--- src/rtl/scan_rx_ctrl.sv ---
// scan_rx_ctrl: processor-side receiver for the dual-scanner transfer handshake, with local byte FIFO.
// Optional `SCAN_RX_CHECKSUM_EN adds blk_sum, the mod-256 sum of the last completed block.
module scan_rx_ctrl #(
    parameter int unsigned BLOCK_LEN  = 8,
    parameter int unsigned XFER_LAT   = 1,
    parameter int unsigned FIFO_DEPTH = 16
) (
    input  logic       clk,
    input  logic       rst,
    input  logic       start_req,
    input  logic       readyToTransfer,
    input  logic [7:0] data_in,
    input  logic       rd_en,
    output logic       startScanning,
    output logic       transfer,
    output logic [7:0] rd_data,
    output logic       empty,
    output logic       full,
    output logic [4:0] level,
    output logic [7:0] blocks_rx,
`ifdef SCAN_RX_CHECKSUM_EN
    output logic [7:0] blk_sum,
`endif
    output logic       busy
);

    localparam int unsigned AW            = (FIFO_DEPTH > 1) ? $clog2(FIFO_DEPTH) : 1;
    localparam logic [4:0]  GRANT_MAX_LVL = 5'(FIFO_DEPTH - BLOCK_LEN);
    localparam logic [4:0]  FULL_LVL      = 5'(FIFO_DEPTH);
    localparam logic [3:0]  LAST_IDX      = 4'(BLOCK_LEN - 1);
    localparam logic [1:0]  LAT_INIT      = 2'(XFER_LAT - 1);

    typedef enum logic [2:0] {IDLE, START, WAIT_RDY, GRANT, LAT, CAP} state_t;

    state_t        state_q;
    logic [1:0]    lat_cnt_q;
    logic [3:0]    idx_q;
    logic          start_q, xfer_q, busy_q;
    logic [7:0]    blocks_q;

    logic [7:0]    mem_q [FIFO_DEPTH];
    logic [AW-1:0] wr_ptr_q, wr_ptr_d, rd_ptr_q, rd_ptr_d;
    logic [4:0]    level_q, level_d;
    logic          cap_fire, push, pop, full_w, empty_w;

    // Byte 0 arrives in the last LAT cycle, so capture starts there rather than in CAP.
    assign cap_fire = (state_q == CAP) || ((state_q == LAT) && (lat_cnt_q == '0));
    assign full_w   = (level_q == FULL_LVL);
    assign empty_w  = (level_q == '0);
    assign push     = cap_fire && !full_w;
    assign pop      = rd_en && !empty_w;

    always_ff @(posedge clk or negedge rst) begin
        if (!rst) begin
            state_q   <= IDLE;
            lat_cnt_q <= '0;
            idx_q     <= '0;
            start_q   <= 1'b0;
            xfer_q    <= 1'b0;
            busy_q    <= 1'b0;
            blocks_q  <= '0;
        end else begin
            start_q <= 1'b0;
            xfer_q  <= 1'b0;
            case (state_q)
                IDLE: if (start_req) begin
                    state_q <= START;
                    start_q <= 1'b1;
                    busy_q  <= 1'b1;
                end
                START: state_q <= WAIT_RDY;
                WAIT_RDY: begin
                    if (readyToTransfer && (level_q <= GRANT_MAX_LVL)) begin
                        state_q <= GRANT;
                        xfer_q  <= 1'b1;
                    end else if (!start_req && !readyToTransfer) begin
                        state_q <= IDLE;
                        busy_q  <= 1'b0;
                    end
                end
                GRANT: begin
                    state_q   <= LAT;
                    lat_cnt_q <= LAT_INIT;
                    idx_q     <= '0;
                end
                LAT, CAP: begin
                    if (cap_fire) begin
                        if (idx_q == LAST_IDX) begin
                            state_q  <= WAIT_RDY;
                            blocks_q <= blocks_q + 8'd1;
                        end else begin
                            state_q <= CAP;
                            idx_q   <= idx_q + 4'd1;
                        end
                    end else begin
                        lat_cnt_q <= lat_cnt_q - 2'd1;
                    end
                end
                default: state_q <= IDLE;
            endcase
        end
    end

`ifdef SCAN_RX_CHECKSUM_EN
    logic [7:0] sum_q, blk_sum_q;

    always_ff @(posedge clk or negedge rst) begin
        if (!rst) begin
            sum_q     <= '0;
            blk_sum_q <= '0;
        end else if (state_q == GRANT) begin
            sum_q <= '0;
        end else if (cap_fire) begin
            sum_q <= sum_q + data_in;
            if (idx_q == LAST_IDX) blk_sum_q <= sum_q + data_in;
        end
    end

    assign blk_sum = blk_sum_q;
`endif

    always_comb begin
        wr_ptr_d = wr_ptr_q;
        rd_ptr_d = rd_ptr_q;
        level_d  = level_q;
        if (push) wr_ptr_d = wr_ptr_q + AW'(1);
        if (pop)  rd_ptr_d = rd_ptr_q + AW'(1);
        case ({push, pop})
            2'b10:   level_d = level_q + 5'd1;
            2'b01:   level_d = level_q - 5'd1;
            default: level_d = level_q;
        endcase
    end

    always_ff @(posedge clk or negedge rst) begin
        if (!rst) begin
            wr_ptr_q <= '0;
            rd_ptr_q <= '0;
            level_q  <= '0;
        end else begin
            wr_ptr_q <= wr_ptr_d;
            rd_ptr_q <= rd_ptr_d;
            level_q  <= level_d;
        end
    end

    always_ff @(posedge clk) begin
        if (push) mem_q[wr_ptr_q] <= data_in;
    end

    a_no_push_when_full: assert property (@(posedge clk) disable iff (!rst) !(cap_fire && full_w));

    assign rd_data       = empty_w ? '0 : mem_q[rd_ptr_q];
    assign empty         = empty_w;
    assign full          = full_w;
    assign level         = level_q;
    assign blocks_rx     = blocks_q;
    assign startScanning = start_q;
    assign transfer      = xfer_q;
    assign busy          = busy_q;

endmodule

--- config.mk ---
export PLATFORM = sky130hd
export DESIGN_NAME = scan_rx_ctrl
export DESIGN_NICKNAME = d
export VERILOG_FILES = /design/src/rtl/scan_rx_ctrl.sv
export SDC_FILE = /design/constraint.sdc
export NUM_CORES = 1
export LEC_CHECK = 0
export ABC_CLOCK_PERIOD_IN_PS = 4400
export CORE_ASPECT_RATIO = 1.2
export CORE_MARGIN = 2
export CORE_UTILIZATION = 45
export DETAILED_ROUTE_END_ITERATION = 6
export PLACE_DENSITY_LB_ADDON = 0.25
export SLEW_MARGIN = 20
export SYNTH_ARGS = -nofsm -noshare
export SYNTH_HDL_FRONTEND = slang
export SYNTH_SLANG_ARGS = --single-unit
--- constraint.sdc ---
create_clock -name clk -period 4.4 [get_ports clk]
set_input_delay 1.1 -clock clk [delete_from_list [all_inputs] [get_ports clk]]
set_output_delay 1.1 -clock clk [all_outputs]
set_load 0.02 [all_outputs]
After elaboration in Yosys (flattened, before gate mapping)
Memory sizes are Yosys's and may differ from the RTL's.
Index checks and enable logic that the tools add are counted.
Word-level totals
  output and inout bits: 26
  bits in writable memories: 128
  register bits: 33
  word-level logic and storage cells: 80
  memories kept: 1
  bits of input ports: 13
Memories
  mem_q: words 16, bits a word 8, rd ports 1, clocked after memory_dff 0, wr ports 1, line 41  | logic [7:0] mem_q [FIFO_DEPTH];
Operators by class
  multiplexer cells: 23
  reduce and logical (&&, ||, !) cells: 22
  equal/unequal tests: 16
  order comparisons: 1
  $add $sub $neg: 7
Operators by type and width (count)
  3-bit two-way mux: 5
  3-bit case mux with 5 select lines: 1
  4-bit by 1-bit adder with 4-bit output, second input constant: 3
  2-bit inequality test, second input constant: 6
  5-bit case mux with 2 select lines: 1
  1-bit two-way mux: 9
  3-bit AND reduction: 3
  8-bit by 1-bit adder with 8-bit output, second input constant: 1
  4-bit two-way mux: 2
  8-bit two-way mux: 1
  4-bit case mux with 2 select lines: 1
  3-bit by 2-bit equality test with 1-bit output, second input constant: 2
  3-bit equality test, second input constant: 2
  2-bit nonzero test: 3
  5-bit by 1-bit adder with 5-bit output, second input constant: 1
  5-bit equality test, second input constant: 1
  5-bit by 4-bit less-or-equal comparator with 1-bit output, second input constant: 1
  1-bit logical AND: 5
  5-bit zero test: 1
  5-bit by 1-bit subtractor with 5-bit output, second input constant: 1
  4-bit by 3-bit equality test with 1-bit output, second input constant: 1
  1-bit zero test: 4
  2-bit case mux with 2 select lines: 1
  4-bit AND reduction: 1
  12 further kinds: 12

Depth between registers and ports, before layout
Gate-level depths: netlist (run 1).
  depth in word-level cells: 6
  gate-level depth with buffers: 13
  depth with buffers taken out: 12

Least setup slack after synthesis (run 1)
Ideal clock, no wire load.
  path kind: in2reg
  start point: input port rd_en
  end point: register level_q[4] (netlist: level[4])
  library setup time: 0.127 ns
  slack: 1.423 ns
  buffers on the path: 1
  data required time: 4.273 ns
  stages: 9
  arrival time: 2.849 ns
  cell sequence: a21boi_1 -> ha_1 -> clkbuf_1 -> xor2_1 -> ha_1 -> or2_2 -> a31oi_1 -> o31ai_1 -> xnor2_1
Between the ends
  word-level cells in the longest chain between the ends: 3
  elaborated cells between the ends (all ways): 5
  classes of those cells: 2 x eq/ne; 1 x mux; 2 x reduce/logical
Ends and longest elaborated chain
  start: declaration: line 13  | input logic rd_en,
  1-bit logical AND *: line 51  | assign pop = rd_en && !empty_w;
  2-bit by 1-bit equality test with 1-bit output / 2-bit equality test (equally long branches): line 128  | case ({push, pop})
  5-bit case mux with 2 select lines / 2-bit nonzero test (equally long branches)
  end signal: assignment: line 143  | level_q <= level_d;
  end: declaration: line 43  | logic [4:0] level_q, level_d;
Mark *: on every way between the ends. The rest lies on a longest branch, timed or not.
A chain may end at the register's enable or synchronous reset.

Final worst setup path (run 1)
  start point: register rd_ptr_q[1]
  end point: output port rd_data[4]
Between the ends
  word-level cells in the longest chain between the ends: 2
Ends and longest elaborated chain
  start: declaration: line 42  | logic [AW-1:0] wr_ptr_q, wr_ptr_d, rd_ptr_q, rd_ptr_d;
  start signal: assignment: line 142  | rd_ptr_q <= rd_ptr_d;
  memory read 16 x 8 bit
  8-bit two-way mux: line 153  | assign rd_data = empty_w ? '0 : mem_q[rd_ptr_q];
  end: declaration: line 16  | output logic [7:0] rd_data,
No other way between the ends.

==> impl_metrics.csv, run 1 <==
group,metric,value,unit
min_path,min_to,"blocks_rx[7]$_DFFE_PN0P_",
synthesis,async_reset_ff_share,20.50,%
synthesis,yosys_register_bits,161,
synthesis,ys.flop_type,"edfxtp_1",
synthesis,yosysWarnings,0,
sta,fmax,249.0,MHz
synthesis,ys_seq_area_share,67.83,%
finish,num_antenna_cells,0,
sta,setup_slack,0.3832,ns
cts,htreeDepth,4,
place,dp_cells,625,
synthesis,synth.most_common_cell,"edfxtp_1",
power,power_per_cell_area,622.4,nW/um^2
min_path,min_from,"blocks_rx[7]$_DFFE_PN0P_",
worst_setup_path,r2r.worst_path.cells,10,
sta,slew_violations,0,
run_status,status,"complete, no violations",
power,leakagePower,2.770,nW
finish,nNetsFinal,465,
synthesis,synth_nets,422,
global_routing,gr-usage-all-layers,17.53,%
sta,setup-tns-final,0,ns
cts,cts.sinks,161,
synthesis,avgSynthCellArea,17.34,sq um
global_routing,antenna_found_initial,0,
min_path,min_path_type,"reg -> reg",
route,wire_per_inst,19.86,um
synthesis,syn_inst,397,
global_routing,grt_pass1_wl,20.67,mm
cts,numCtsBuffers,17,
global_routing,grt_max_degree,36,
cts,clk_pin_slew,0.06,ns
sta,worstMarginPinSlew,0.9832,ns
die,rows,49,
worst_setup_path,criticalPathCategory,"reg -> out",
finish,fin_cells,657,
cts,cts_root_buf,"clkbuf_16",
synthesis,synth_edf_count,128,
die,core,14960,sq um
cts,cts_max_path_buffers,2,
sta,min_period,4.017,ns
cts,clk_latency,0.43,ns
route,drc,0,
finish,final_util,53.32,%
route,first_pass_iters,4,
synthesis,syn_area,6884,sq um
route,route.antenna.remaining_nets,0,
power,peakVddDrop,362.8,uV
sta,finalHoldViolations,0,
synthesis,yosysTopAreaCellShare,55.83,%
die,dieWidth,116.9,um
die,dieArea,16310,sq um
min_path,hold_depth,1,
die,dieHeight,139.5,um
die,io_pins,39,
synthesis,synth_area_leaders,"edfxtp_1 56%, dfrtp_1 12%, mux4_2 6.5%",
worst_setup_path,crit_path_end_kind,"primary output",
route,routed_via_density,5.472,
global_routing,grt_pass1_vias,3782,
worst_setup_path,setup.worst_path.start_class,"register",
worst_setup_path,reg2reg_from,"state_q[2]$_DFFE_PN0P_",
place,dpl_worst_slack,0.5011,ns
global_routing,grt_overflow,0,
synthesis,synth_area_leader_cell,"edfxtp_1",
place,dp_hpwl,8.465,mm
cts,tritoncts,"built",
worst_setup_path,path_max_fanout,18,
finish,drive_gt1_share,14.35,%
route,vias,3595,
sta,grt_setup_unrepaired,"false",
synthesis,synth_commonest_cells,"128 x edfxtp_1, 33 x dfrtp_1, 20 x mux4_2",
flow_run,maxCapViolCount,0,
worst_setup_path,crit_arrival,2.92,ns
place,port_buffers,38,
sta,fin_crit_sh,91.29,%
die,initial_core_util,46.02,%
sta,slew_headroom,34.21,%
sta,setup_viol,0,
route,drt_iter0_markers,290,
finish,fill_cells,1224,
power,total_power,0.004965,W
route,drt-total-wl,13.05,mm
worst_setup_path,r2r_slack,1.48,ns
finish,area_growth,15.87,%
worst_setup_path,required,3.30,ns
place,gp_congestion,0.7587,
sta,clock-skew-final,0.008643,ns
synthesis,ys_types,47,
worst_setup_path,reg2reg_to,"level[4]$_DFFE_PN0P_",
cts,cts_setup_buffers,0,
==> metal layers <==
metal	wire length, um	track usage, %	up-vias
met2	6483	28.08	89
met1	5542	22.36	1830
met4	394	8.235	0
met3	630	4.312	21
met5	0	0	-
li1	-	-	1655
==> state kept, by name, summed over array words and instances, names as in the netlist <==
name,flops
startScanning,1
lat_cnt_q,2
busy,1
idx_q,4
state_q,3
rd_ptr_q,4
wr_ptr_q,4
transfer,1
mem_q,128
blocks_rx,8
level,5
==> stage by stage <==
step	cell area, sq um	hold slack, ns
global placement	7428	0.4677
global route	7976	0.5335
detailed placement	7428	0.4783
floorplan	6884	0.4781
CTS	7975	0.5011
finish	7976	0.5018
==> where the power goes <==
part           internal [W]  switching, W  leakage (nW)
combinational      0.000793      0.000787         0.931
sequential          0.00180      0.000219          1.57
clock              0.000777      0.000585         0.264
total               0.00337       0.00159          2.77
==> cell usage in the layout, fill, tap and decap left out, drive strengths merged, types with 10 or more instances in the layout <==
| master | count |
|---|---|
| mux2i | 10 |
| nor2 | 10 |
| and2 | 14 |
| mux4 | 32 |
| dfrtp | 33 |
| inv | 15 |
| clkdlybuf4s50 | 38 |
| nor2b | 10 |
| edfxtp | 128 |
| clkbuf | 19 |
| a211oi | 17 |
| nand2 | 13 |
| a21oi | 10 |
| xnor2 | 15 |
| ha | 12 |
==> worst max-delay path, stage by stage, from the launching register on <==
cell,delay (ns)
dfrtp_2,0.68
buf_4,0.29
mux4_1,0.58
a211oi_1,0.25
a211oi_1,0.10
clkdlybuf4s50_1,0.59
==> kinds of logic (layout without fill, tap and decap cells) <==
kind of cell / Yosys count / after routing / share of synthesized area, %
muxes: 45 / 45 / 13.07
adders and majority gates: 12 / 12 / 2.181
buffers and inverters: 34 / 90 / 2.799
xor gates and xnor gates: 18 / 18 / 2.290
AOI/OAI and AO/OA: 48 / 48 / 5.089
DFF: 161 / 161 / 67.83
and+or+nand+nor: 79 / 79 / 6.743
==> cell type report <==
class	count	area (sq um)	area share, %
repair buffers	45	432.9	5.427
well taps	204	255.2	3.200
flip-flops and latches	161	4671	58.56
inverters	13	48.80	0.6118
clock inverters	13	113.9	1.427
multi-input cells	202	2022	25.35
clock buffers	19	432.9	5.427
==> timing repair <==
action | CTS | global route
hold endpoints to repair | 0 | 0
endpoints found under the setup margin | 0 | 7
hold buffers | 0 | 0
resized for setup | 0 | 1
==> worst max path at each step <==
| stage | from | endpoint | slack, ns | cells after the start |
|---|---|---|---|---|
| 6_report | rd_ptr_q[1]$_DFFE_PN0P_ | rd_data[4] | 0.38 | 5 |
| 5_1_grt | rd_ptr_q[1]$_DFFE_PN0P_ | rd_data[0] | 0.25 | 5 |
| 4_1_cts | rd_ptr_q[1]$_DFFE_PN0P_ | rd_data[4] | 0.04 | 5 |
| 3_5_place_dp | rd_ptr_q[1]$_DFFE_PN0P_ | rd_data[4] | 0.50 | 5 |
| 3_3_place_gp | rd_ptr_q[1]$_DFFE_PN0P_ | rd_data[0] | 0.54 | 5 |
| 2_1_floorplan | rd_en | level[4]$_DFFE_PN0P_ | 1.42 | 9 |
Power figures use the tool's default switching activity.
==> run 2, diff against run 1 <==
--- a/config.mk
+++ b/config.mk
@@ -5,10 +5,12 @@
 export SDC_FILE = /design/constraint.sdc
 export NUM_CORES = 1
 export LEC_CHECK = 0
+export ABC_AREA = 1
 export ABC_CLOCK_PERIOD_IN_PS = 4400
 export CORE_ASPECT_RATIO = 1.2
 export CORE_MARGIN = 2
 export CORE_UTILIZATION = 45
+export CTS_BUF_LIST = sky130_fd_sc_hd__clkbuf_8
 export DETAILED_ROUTE_END_ITERATION = 6
 export PLACE_DENSITY_LB_ADDON = 0.25
 export SLEW_MARGIN = 20
==> impl_metrics.csv, run 2 <==
group,metric,value,unit
run_status,status,"complete, no violations",
global_routing,grt_pass1_vias,4672,
die,rows,50,
finish,drive_gt1_share,7.397,%
die,io_pins,39,
cts,htreeDepth,4,
place,dp_hpwl,9.515,mm
worst_setup_path,cp_slowest_stage_delay,0.85,ns
route,routed_via_density,5.121,
synthesis,ys_seq_area_share,66.42,%
sta,setup-tns-final,0,ns
cts,cts_setup_buffers,0,
synthesis,synth_nets,680,
route,route.antenna.remaining_nets,0,
synthesis,async_reset_ff_share,20.50,%
route,wire_per_inst,16.54,um
min_path,min_to,"blocks_rx[6]$_DFFE_PN0P_",
synthesis,yosys_register_bits,161,
synthesis,synth_commonest_cells,"218 x nand2_1, 128 x edfxtp_1, 115 x nand3_1",
finish,design_area,7900,sq um
synthesis,synth.most_common_cell,"nand2_1",
cts,clk_pin_slew,0.08,ns
finish,multi_input_comb_area,2039,sq um
min_path,min_from,"blocks_rx[6]$_DFFE_PN0P_",
power,peakVddDrop,257.0,uV
sta,finalHoldViolations,0,
sta,slew_violations,0,
route,drc,0,
sta,fmax,246.8,MHz
finish,area_growth,12.37,%
global_routing,grt_max_degree,66,
sta,grt_setup_unrepaired,"false",
route,drt-total-wl,15.07,mm
finish,final_cell_mix,"218 x nand2_1, 128 x edfxtp_1, 115 x nand3_1",
route,first_pass_iters,4,
die,core,15450,sq um
cts,tritoncts,"built",
global_routing,antenna_found_initial,0,
global_routing,grt_pass1_wl,24.64,mm
sta,fin_crit_sh,92.08,%
flow_run,maxCapViolCount,0,
sta,slew_headroom,32.74,%
finish,num_antenna_cells,0,
cts,hold_buffers,0,
worst_setup_path,reg2reg_to,"level[4]$_DFFE_PN0P_",
cts,cts_max_path_buffers,2,
synthesis,syn_inst,655,
die,dieWidth,118.1,um
min_path,hold_depth,1,
worst_setup_path,crit_start,"rd_ptr_q[0]$_DFFE_PN0P_",
worst_setup_path,criticalPathCategory,"reg -> out",
global_routing,gr-usage-all-layers,19.30,%
synthesis,synth_area_leaders,"edfxtp_1 55%, dfrtp_1 12%, nand2_1 12%",
worst_setup_path,crit_arrival,2.95,ns
worst_setup_path,cp_slowest_cell,"dfrtp_2",
finish,fill_cells,1410,
die,dieHeight,140.9,um
synthesis,ys_types,28,
die,dieArea,16640,sq um
finish,regMostFlops,"mem_q",
synthesis,avgSynthCellArea,10.73,sq um
sta,setup_viol,0,
min_path,min_path_type,"reg -> reg",
sta,clock-skew-final,0.01002,ns
finish,layout_commonest_cell,"nand2_1",
worst_setup_path,setup.worst_path.start_class,"register",
sta,worstMarginPinSlew,1.005,ns
cts,numCtsBuffers,17,
sta,holdWs,0.5048,ns
worst_setup_path,path_cells,"buf_4, nand2_1, nand3_1, nand3_1, nand2_1, nand2_1, a21oi_1, clkdlybuf4s50_1",
global_routing,grt_overflow,0,
cts,cts_root_buf,"clkbuf_8",
worst_setup_path,reg2reg_from,"level[1]$_DFFE_PN0P_",
worst_setup_path,r2r_slack,1.93,ns
worst_setup_path,crit_path_end_kind,"primary output",
finish,regArea,4671,sq um
sta,min_period,4.052,ns
worst_setup_path,critical_path.top_delay_family,"buffers and inverters",
finish,largest_reg_flops,128,
finish,nNetsFinal,716,
power,leakagePower,3.152,nW
worst_setup_path,crit_top_cell,"nand2_1",
worst_setup_path,critPathBufInv,2,
cts,clk_latency,0.44,ns
place,dpl_cell_area,7543,sq um
synthesis,syn_area,7030,sq um
worst_setup_path,path_max_fanout,40,
route,drt_iter0_markers,466,
worst_setup_path,r2r.worst_path.cells,14,
cts,cts.sinks,161,
worst_setup_path,required,3.30,ns
route,vias,4665,
die,initial_core_util,45.50,%
place,port_buffers,38,
synthesis,yosysWarnings,0,
synthesis,synth_edf_count,128,
synthesis,synth_area_leader_cell,"edfxtp_1",
place,gp_congestion,0.7982,
synthesis,ys.flop_type,"edfxtp_1",
power,power_per_cell_area,625.5,nW/um^2
synthesis,yosysTopAreaCellShare,54.67,%
cts,cts-resized-gates,0,
-- run 2: changes by cell type after synthesis, sizes merged, moves of 10 or more --
cell and delta:
nand2 +210, nand3 +111, mux4 -32, inv +25, nor2 +19, a211oi -17, and2 -14, mux2i -10
nor2b -10
-- run 2: per-layer routing --
metal / track usage [%] / up-vias / part of all wire [%]
li1: - / 2296 / -
met1: 23.72 / 2256 / 41
met2: 33.62 / 107 / 53
met3: 4.126 / 6 / 5.3
met4: 6.912 / 0 / 0.76
met5: 0 / - / 0
-- run 2: cell families after synthesis --
logic type	share of synthesized area [%]
AO/OA/AOI/OAI	1.976
XOR/XNOR	2.118
adder cells (fa/ha/maj)	2.136
buffers and inverters	4.574
flip-flops	66.42
AND/OR/NAND/NOR	22.78
-- run 2: final cells by class --
type                    count  area share, %
repair buffers             42          5.290
flip-flops and latches    161          59.12
well taps                 208          3.294
inverters                  40          1.901
clock buffers              17          2.962
multi-input cells         429          25.82
clock inverters            14          1.615
-- run 2: how the worst max path moves through the flow --
stage	endpoint	slack [ns]	cells past startpoint
2_1_floorplan	rd_data[0]	1.88	4
3_3_place_gp	rd_data[2]	0.85	9
3_5_place_dp	rd_data[5]	0.82	9
4_1_cts	rd_data[5]	0.32	9
5_1_grt	rd_data[5]	0.14	9
6_report	rd_data[3]	0.35	8
-- run 2: metrics by stage --
stage | total power (W) | setup slack (ns) | cells | util (%)
4_1_cts | 0.004977 | 0.3165 | 911 | 51.16
2_1_floorplan | 0.003386 | 1.876 | 655 | -
6_report | 0.004942 | 0.3485 | 911 | 51.13
3_3_place_gp | 0.003918 | 0.8519 | 880 | 48.82
3_5_place_dp | 0.003978 | 0.8221 | 880 | 48.82
5_1_grt | 0.005294 | 0.1378 | 911 | 51.13
-- run 2: where the power goes --
group | internal [W] | switching, W | leakage [nW]
sequential | 0.00180 | 0.000195 | 1.58
clock | 0.000489 | 0.000513 | 0.192
combinational | 0.000703 | 0.00124 | 1.38
total | 0.00299 | 0.00195 | 3.15
==> run 3, diff against run 2 <==
--- a/config.mk
+++ b/config.mk
@@ -12,6 +12,7 @@
 export CORE_UTILIZATION = 45
 export CTS_BUF_LIST = sky130_fd_sc_hd__clkbuf_8
 export DETAILED_ROUTE_END_ITERATION = 6
+export MAX_ROUTING_LAYER = met4
 export PLACE_DENSITY_LB_ADDON = 0.25
 export SLEW_MARGIN = 20
 export SYNTH_ARGS = -nofsm -noshare
==> impl_metrics.csv, run 3 (synthesis results as in run 2) <==
group,metric,value,unit
run_status,status,"complete, no violations",
global_routing,grt_pass1_wl,24.61,mm
worst_setup_path,r2r_slack,1.92,ns
finish,final_cell_mix,"218 x nand2_1, 128 x edfxtp_1, 115 x nand3_1",
die,dieArea,16640,sq um
cts,htreeDepth,4,
finish,regArea,4671,sq um
worst_setup_path,crit_arrival,2.95,ns
cts,cts.sinks,161,
worst_setup_path,cp_slowest_cell,"clkdlybuf4s50_1",
place,dpl_worst_slack,0.8221,ns
finish,drive_gt1_share,7.397,%
route,route.antenna.remaining_nets,0,
worst_setup_path,path_cells,"buf_4, inv_2, nand3_1, nand3_1, nand2_1, nand2_1, a21oi_1, clkdlybuf4s50_1",
power,leakagePower,3.152,nW
worst_setup_path,path_max_fanout,35,
worst_setup_path,cp_slowest_stage_delay,0.65,ns
sta,slew_violations,0,
finish,final_util,51.13,%
route,vias,4684,
worst_setup_path,crit_end,"rd_data[1]",
power,power_per_cell_area,625.8,nW/um^2
worst_setup_path,criticalPathCategory,"reg -> out",
finish,layout_commonest_cell,"nand2_1",
sta,slew_headroom,29.91,%
finish,fin_cells,911,
route,drt_iter0_markers,466,
worst_setup_path,crit_path_end_kind,"primary output",
die,io_pins,39,
sta,setup_viol,0,
global_routing,gr-usage-all-layers,19.86,%
finish,nNetsFinal,716,
worst_setup_path,crit_start,"rd_ptr_q[1]$_DFFE_PN0P_",
global_routing,grt_max_degree,66,
place,port_buffers,38,
cts,numCtsBuffers,17,
finish,fill_cells,1410,
sta,finalHoldViolations,0,
sta,fin_crit_sh,92.13,%
die,dieWidth,118.1,um
cts,hold_buffers,0,
die,dieHeight,140.9,um
cts,cts_setup_buffers,0,
sta,grt_setup_unrepaired,"false",
sta,worstMarginPinSlew,1.047,ns
sta,min_period,4.054,ns
cts,tritoncts,"built",
power,total_power,0.004944,W
die,rows,50,
sta,clock-skew-final,0.01006,ns
route,drc,0,
flow_run,maxCapViolCount,0,
route,first_pass_iters,5,
finish,area_growth,12.37,%
cts,cts_max_path_buffers,2,
cts,cts_root_buf,"clkbuf_8",
worst_setup_path,reg2reg_from,"level[1]$_DFFE_PN0P_",
min_path,min_path_type,"reg -> reg",
place,dp_hpwl,9.515,mm
worst_setup_path,reg2reg_to,"level[4]$_DFFE_PN0P_",
finish,multi_input_comb_area,2039,sq um
global_routing,grt_overflow,0,
cts,clk_latency,0.44,ns
finish,num_antenna_cells,0,
route,drt-total-wl,15.10,mm
global_routing,antenna_found_initial,0,
sta,setup_slack,0.3463,ns
sta,setup-tns-final,0,ns
global_routing,grt_pass1_vias,4677,
cts,clk_pin_slew,0.08,ns
place,gp_congestion,0.8096,
worst_setup_path,r2r.worst_path.cells,14,
sta,fmax,246.7,MHz
die,core,15450,sq um
place,dp_cells,880,
worst_setup_path,setup.worst_path.start_class,"register",
route,routed_via_density,5.142,
die,initial_core_util,45.50,%
worst_setup_path,required,3.30,ns
power,peakVddDrop,257.8,uV
finish,regMostFlops,"mem_q",
cts,cts-resized-gates,0,
route,wire_per_inst,16.57,um
finish,largest_reg_flops,128,
==> run 3: cell counts in the layout (fill, tap and decap cells not counted) <==
No cell type changed its count.
==> run 3: worst min-delay path by stage <==
stage | cells after the start | end | from
global route | 2 | busy$_DFFE_PN0P_ | busy$_DFFE_PN0P_
finish | 1 | blocks_rx[6]$_DFFE_PN0P_ | blocks_rx[6]$_DFFE_PN0P_
global placement | 1 | lat_cnt_q[0]$_DFFE_PN0P_ | lat_cnt_q[0]$_DFFE_PN0P_
floorplan | 1 | lat_cnt_q[0]$_DFFE_PN0P_ | lat_cnt_q[0]$_DFFE_PN0P_
detailed placement | 1 | blocks_rx[6]$_DFFE_PN0P_ | blocks_rx[6]$_DFFE_PN0P_
CTS | 1 | blocks_rx[6]$_DFFE_PN0P_ | blocks_rx[6]$_DFFE_PN0P_
==> run 3: layout make-up <==
class	instances	share of cell area (%)
sequential	161	59.12
tap	208	3.294
multi-input combinational	429	25.82
clock inverter	14	1.615
clock buffer	17	2.962
timing repair buffer	42	5.290
inverter	40	1.901
==> run 3: where the power goes <==
part / switching [W] / internal (W)
clock network: 0.000513 / 0.000489
logic: 0.00124 / 0.000703
registers: 0.000195 / 0.00180
==> run 3: per-stage QoR <==
step / area [sq um] / hold slack (ns)
after global placement: 7543 / 0.4818
after CTS: 7905 / 0.5071
after detailed placement: 7543 / 0.4886
after global routing: 7900 / 0.5311
final: 7900 / 0.5048
after floorplan: 7030 / 0.4621
==> run 3: per-layer routing <==
metal	up-vias	routed length [um]	global-route usage, %
met2	103	7831	33.65
li1	2296	-	-
met5	-	0	-
met1	2270	6378	23.99
met3	15	706	3.843
met4	0	183	6.531
==> run 3: worst max-delay path, delay by kind of cell, from the launching register on <==
family	cells	cell delay, ns
buf+inv	3	1.43
simple gates	4	0.48
flops	1	0.34
compound gates	1	0.24
